==> src/rtl/dm_arb_pkg.sv <==
// Shared types and constants for the dm_arbiter data-memory sequencer.
package dm_arb_pkg;

  typedef enum logic [1:0] {
    IDLE,
    ACCESS,
    DONE
  } state_t;

  localparam int unsigned SIZE_WORD = 4;
  localparam int unsigned SIZE_HALF = 2;
  localparam logic        PORT_CPU  = 1'b0;
  localparam logic        PORT_DMA  = 1'b1;

  typedef struct packed {
    logic        we;
    logic        len;
    logic [31:0] addr;
    logic [31:0] wdata;
  } req_t;

endpackage

==> src/rtl/dm_req_check.sv <==
// Combinational alignment / range / length check for one dm request.
module dm_req_check
  import dm_arb_pkg::*;
#(
  parameter int unsigned MEM_BYTES = 128
) (
  input  logic [31:0] addr,
  input  logic        len,
  input  logic        we,
  output logic        ok
);

  logic [32:0] last_byte;
  logic        misaligned;
  logic        out_of_range;
  logic        bad_write;

  always_comb begin
    // 33-bit sum so addresses near 2^32 cannot wrap back into range.
    last_byte    = {1'b0, addr} + 33'(len ? SIZE_HALF : SIZE_WORD) - 33'd1;
    misaligned   = len ? addr[0] : (addr[1:0] != 2'b00);
    out_of_range = last_byte > 33'(MEM_BYTES - 1);
    bad_write    = we & len;
    ok           = !(misaligned | out_of_range | bad_write);
  end

endmodule

==> src/rtl/dm_arbiter.sv <==
// Two-port arbiter/sequencer for data memory dm; one access at a time.
// Define DM_ARB_RR_EN for round-robin ties, otherwise port 0 has fixed priority.
module dm_arbiter
  import dm_arb_pkg::*;
#(
  parameter int unsigned MEM_BYTES = 128
) (
  input  logic        clk,
  input  logic        rst_n,
  input  logic        req_0,
  input  logic        we_0,
  input  logic        len_0,
  input  logic [31:0] addr_0,
  input  logic [31:0] wdata_0,
  output logic        done_0,
  output logic [31:0] rdata_0,
  output logic        err_0,
  input  logic        req_1,
  input  logic        we_1,
  input  logic        len_1,
  input  logic [31:0] addr_1,
  input  logic [31:0] wdata_1,
  output logic        done_1,
  output logic [31:0] rdata_1,
  output logic        err_1,
  output logic [31:0] dm_addr,
  output logic        dm_rd,
  output logic        dm_wr,
  output logic        dm_length,
  output logic [31:0] dm_wdata,
  input  logic [31:0] dm_rdata
);

  state_t      state;
  logic        win;
  logic        grant;
  logic        any_req;
  req_t        cand;
  logic        cand_ok;
  logic [31:0] rd_word;
  logic [1:0]  done_q;
  logic [1:0]  err_q;
  logic [31:0] rdata_q [2];

`ifdef DM_ARB_RR_EN
  logic rr_ptr;  // port that wins the next tie

  always_comb grant = (req_0 && req_1) ? rr_ptr : req_1;
`else
  always_comb grant = req_0 ? PORT_CPU : PORT_DMA;
`endif

  assign any_req = req_0 | req_1;

  always_comb begin
    // NOTE: assign a default before any condition so no path leaves cand unassigned (latch).
    cand = '{we: we_0, len: len_0, addr: addr_0, wdata: wdata_0};
    if (grant == PORT_DMA) cand = '{we: we_1, len: len_1, addr: addr_1, wdata: wdata_1};
  end

  dm_req_check #(
    .MEM_BYTES(MEM_BYTES)
  ) u_check (
    .addr(cand.addr),
    .len (cand.len),
    .we  (cand.we),
    .ok  (cand_ok)
  );

  // Halfwords come back right-aligned from dm and are zero-extended here.
  assign rd_word = dm_length ? {16'h0000, dm_rdata[15:0]} : dm_rdata;

  always_ff @(posedge clk or negedge rst_n) begin
    if (!rst_n) begin
      state      <= IDLE;
      win        <= PORT_CPU;
      done_q     <= '0;
      err_q      <= '0;
      rdata_q[0] <= '0;
      rdata_q[1] <= '0;
      dm_addr    <= '0;
      dm_rd      <= 1'b0;
      dm_wr      <= 1'b0;
      dm_length  <= 1'b0;
      dm_wdata   <= '0;
`ifdef DM_ARB_RR_EN
      rr_ptr     <= PORT_CPU;
`endif
    end else begin
      // NOTE: non-blocking assignments keep every register sampling pre-edge values.
      case (state)
        IDLE: begin
          if (any_req) begin
            win <= grant;
`ifdef DM_ARB_RR_EN
            rr_ptr <= ~grant;
`endif
            if (cand_ok) begin
              dm_addr   <= cand.addr;
              dm_length <= cand.len;
              dm_wdata  <= cand.wdata;
              dm_wr     <= cand.we;
              dm_rd     <= ~cand.we;
              state     <= ACCESS;
            end else begin
              done_q[grant] <= 1'b1;
              err_q[grant]  <= 1'b1;
              state         <= DONE;
            end
          end
        end
        ACCESS: begin
          dm_rd        <= 1'b0;
          dm_wr        <= 1'b0;
          done_q[win]  <= 1'b1;
          rdata_q[win] <= dm_rd ? rd_word : '0;
          state        <= DONE;
        end
        DONE: begin
          done_q     <= '0;
          err_q      <= '0;
          rdata_q[0] <= '0;
          rdata_q[1] <= '0;
          state      <= IDLE;
        end
        default: state <= IDLE;
      endcase
    end
  end

  assign done_0  = done_q[0];
  assign done_1  = done_q[1];
  assign err_0   = err_q[0];
  assign err_1   = err_q[1];
  assign rdata_0 = rdata_q[0];
  assign rdata_1 = rdata_q[1];

endmodule

==> config.mk <==
export PLATFORM = sky130hd
export DESIGN_NAME = dm_arbiter
export DESIGN_NICKNAME = d
export VERILOG_FILES = /design/src/rtl/dm_arb_pkg.sv /design/src/rtl/dm_req_check.sv /design/src/rtl/dm_arbiter.sv
export SDC_FILE = /design/constraint.sdc
export NUM_CORES = 1
export LEC_CHECK = 0
export ABC_AREA = 1
export CORE_AREA = 2 2 172 208
export DETAILED_ROUTE_END_ITERATION = 6
export DIE_AREA = 0 0 174 210
export GPL_TIMING_DRIVEN = 0
export PLACE_DENSITY = 0.51
export SLEW_MARGIN = 0
export SYNTH_ARGS = -nofsm -noshare
export SYNTH_HDL_FRONTEND = slang
export SYNTH_SLANG_ARGS = --single-unit
==> constraint.sdc <==
create_clock -name clk -period 2.34 [get_ports clk]
set_clock_uncertainty 0.2 [all_clocks]
set_input_delay 0.468 -clock clk [delete_from_list [all_inputs] [get_ports clk]]
set_output_delay 0.468 -clock clk [all_outputs]
set_load 0.01 [all_outputs]
==> summary.md <==
| Metric | Value |
|---|---|
| Max clock buf depth | 2 |
| Core region area | 34500 sq um |
| Final wirelength | 39.5 mm |
| Count of clock tree sinks | 138 |
| Sw Ratio | about two fifths |
| Logic pwr share | 41.1% |
| Largest net degree at the start of global routing | 94 |
| Tmin final | 3.64 ns |
| Vias | roughly 11000 |
| Ports | 303 |
| Net switching power figure | between 0.003 and 0.004 W |
| Power Density | 548 nW/um^2 |
| Remaining DRCs | 0 |
| Flop-to-flop setup slack | -0.01 ns |
| Netlist cell types | 33 |
| Global route overflow | 0 |
| DR WL/cell | 16.8 um |
| Cts bufs inserted | 17 |
| Non-filler cells, final | 2354 |
| Hold Path Class | flop to flop |
| Worst-Margin Slew | around 0.84 ns |
| Fmax | between 200 and 300 MHz |
| Commonest cells after routing, fill and taps aside | nand2_1 (358), clkdlybuf4s50_1 (296), inv_1 (265) |
| Synth Instances | 1498 |
| Crit end category | flop |
| Maximum fanout along the worst path | 8 |
| Row cnt | 75 |
| DIE AREA | 36500 sq um |
| Clk slew on worst S/H paths | 0.06 ns |
| Syn_nets | 1705 |
| Initial Util | between 20% and 30% |
| Post-synthesis sequential area ratio | a little over a third |
| Max VDD drop | 0.532 mV |
| Vias per cell | 4.61 |
| CTS H-tree depth | 4 |
| Final Hold Fails | 0 |
| Max-Cap Viols | 0 |
| Post-synth EDFFs | 0 |
| Status | complete, but fails checks |
| Leading area contributor after synthesis | dfrtp_1 |
| Primary FF master, synth | dfrtp_1 |
| Synthesized cell area | 9890 sq um |
| Tcrit/Tclk final | 156% |
| Kind of critical path | input pin to flop |
| Cell count after placement | 2262 |
| I/O Buffers | 301 |
| Final ANT Viol Nets | 0 |
| CP Data Required Time | between 2 and 2.5 ns |
| CTS tree | yes |
| First-pass GRT wire length | 59.4 mm |
| Reg power frac | 28.0% |
| Crit path arrival time | between 3 and 4 ns |
| Initial antenna violation count | 0 |
| Synth top area share | 34.9% |
| Syn. warnings | 0 |
| Final setup margin | -1.30 ns |
| Failing checks | setup timing |
| Post-DP HPWL | between 30 and 40 mm |
| Diode count | 0 |
| Share of cells above drive strength 1 | roughly 22% |
| Most common cell after layout, fill and taps aside | nand2_1 |
| Clock Power Share | 30.9% |
| Register bit total from synthesis | 138 |
| Int Pwr | 0.00537 W |
| Ys async rst share | 100% |
| 1st-iter DRT viols | 472 |
| RSZ-0062 raised after global routing | yes |
| Vias in the first global route | 10700 |
| Gpl congestion | 0.904 |
| Final #Nets | approximately 2100 |
| Mean Syn Cell Area | 6.60 sq um |
| Die height | 210 um |
| Setup Viol. Count Final | 73 |
| Total power | between 0.008 and 0.009 W |
| Worst skew pair latency | around 0.43 ns |
| Leakage Power | 7.75 nW |
| Total iterations of the first detailed-routing run | 5 |
| Area delta synth->final | 63.5% |
| Slew HR | between 40% and 50% |
| Slew Limit Fails | 0 |
| Largest cells by area after synthesis | dfrtp_1 (35%), nand2_1 (17%), inv_1 (11%), o21ai_0 (8.6%), ha_1 (4.8%) |
| Total track usage | a little over a fifth |
| Die W | 174 um |
| Crit start category | input pin |
| Root Buffer | clkbuf_16 |
## synthesized netlist by cell type (2+ instances only)
library cell	n
or2_2	29
nand3b_1	8
nand3_2	2
inv_2	8
buf_1	3
nor3_1	4
nand4_1	76
dfrtp_1	138
mux2i_1	33
clkbuf_1	43
nand3_1	56
a21oi_1	24
nand2_2	6
o21ai_0	169
clkinv_1	4
o21bai_1	3
nor2_2	4
o21ai_1	2
xnor2_1	2
nor2_1	82
buf_2	6
buf_6	9
nand2_1	449
inv_1	292
ha_1	38
## critical path, cell delays in order
cell	delay (ns)
buf_12	0.10
clkbuf_16	0.16
clkbuf_16	0.18
mux2i_4	0.23
ha_4	0.30
inv_4	0.04
fa_2	0.40
nand2_4	0.10
nand3_4	0.08
nand3_4	0.09
nand2_4	0.09
nand2_4	0.08
nand3_2	0.08
nand2_2	0.09
nand2_2	0.06
nor2_4	0.14
nand2_2	0.08
nand2_4	0.10
nand3_4	0.08
nor2_4	0.22
nand3_4	0.14
buf_8	0.18
clkbuf_16	0.16
nand3_2	0.05
nand2_1	0.04
## per-layer routing
metal	part of all wire (%)	track usage, %
met5	0	0
met4	2.2	5.94
met2	52	38.5
met3	4.0	3.16
met1	42	25.3
## registers in the layout, summed over array words and instances, names as in the netlist
signal	flops
dm_addr	32
err_q	2
dm_rd	1
win	1
dm_length	1
rdata_1	32
dm_wr	1
done_q	2
rdata_0	32
dm_wdata	32
state	2
## stage by stage
stage               hold WS [ns]  util, %  setup slack [ns]  area (sq um)  TNS (ns)
floorplan                -0.0276        -             -1.25          9960    -87.62
global placement           0.255     39.3             -5.51         13600   -951.88
detailed placement         0.239     39.3             -2.75         13600   -197.23
CTS                        0.297     44.1             -1.29         15200    -89.72
global route               0.327     46.8             -1.46         16200   -102.75
finish                     0.303     46.8             -1.30         16200    -90.85
## power groups by stage
| stage | sequential [W] | clock (W) | combinational (W) |
|---|---|---|---|
| finish | 0.00248 | 0.00274 | 0.00364 |
| global route | 0.00248 | 0.00289 | 0.00400 |
| CTS | 0.00248 | 0.00280 | 0.00326 |
| detailed placement | 0.00252 | 0 | 0.00289 |
| global placement | 0.00252 | 0 | 0.00286 |
| floorplan | 0.00253 | 0 | 0.00168 |
## cells by family after synthesis
logic type / after synthesis / synth area share [%]
XOR/XNOR: 2 / 0.177
flip-flops: 138 / 34.9
buffers and inverters: 366 / 14.7
adder cells (fa/ha/maj): 39 / 5.01
multiplexers: 33 / 3.34
AND/OR/NAND/NOR: 717 / 31.4
AO/OA/AOI/OAI: 203 / 10.5
## worst paths after layout
kind	from	to	cells past startpoint
min in group asynchronous	rst_n	dm_wdata[12]$_DFFE_PN0P_	2
hold / removal	done_q[0]$_DFFE_PN0P_	done_q[0]$_DFFE_PN0P_	2
hold reg to reg	done_q[0]$_DFFE_PN0P_	done_q[0]$_DFFE_PN0P_	2
setup / recovery	req_0	dm_wr$_DFFE_PN0P_	25
setup reg to reg	state[0]$_DFFE_PN0P_	dm_addr[19]$_DFFE_PN0P_	8
max in group asynchronous	rst_n	dm_addr[12]$_DFFE_PN0P_	3
## area by class of cell
cell class / instances / area [sq um]
Sequential cell: 138 / 3450
Clock buffer: 18 / 439
Fill cell: 3597 / 18400
Tap cell: 462 / 578
Timing Repair Buffer: 364 / 3610
Inverter: 304 / 1150
Multi-Input combinational cell: 994 / 6360
Clock inverter: 13 / 144
Buffer: 61 / 442
## repair_timing
item	in CTS	in global routing
hold endpoints to repair	45	0
gates cloned	1	4
setup buffers	34	22
pin swaps	42	70
setup endpoints to repair	93	133
hold buffers	1	0
gates resized for setup	199	198
(Power assumes the default switching activity.)
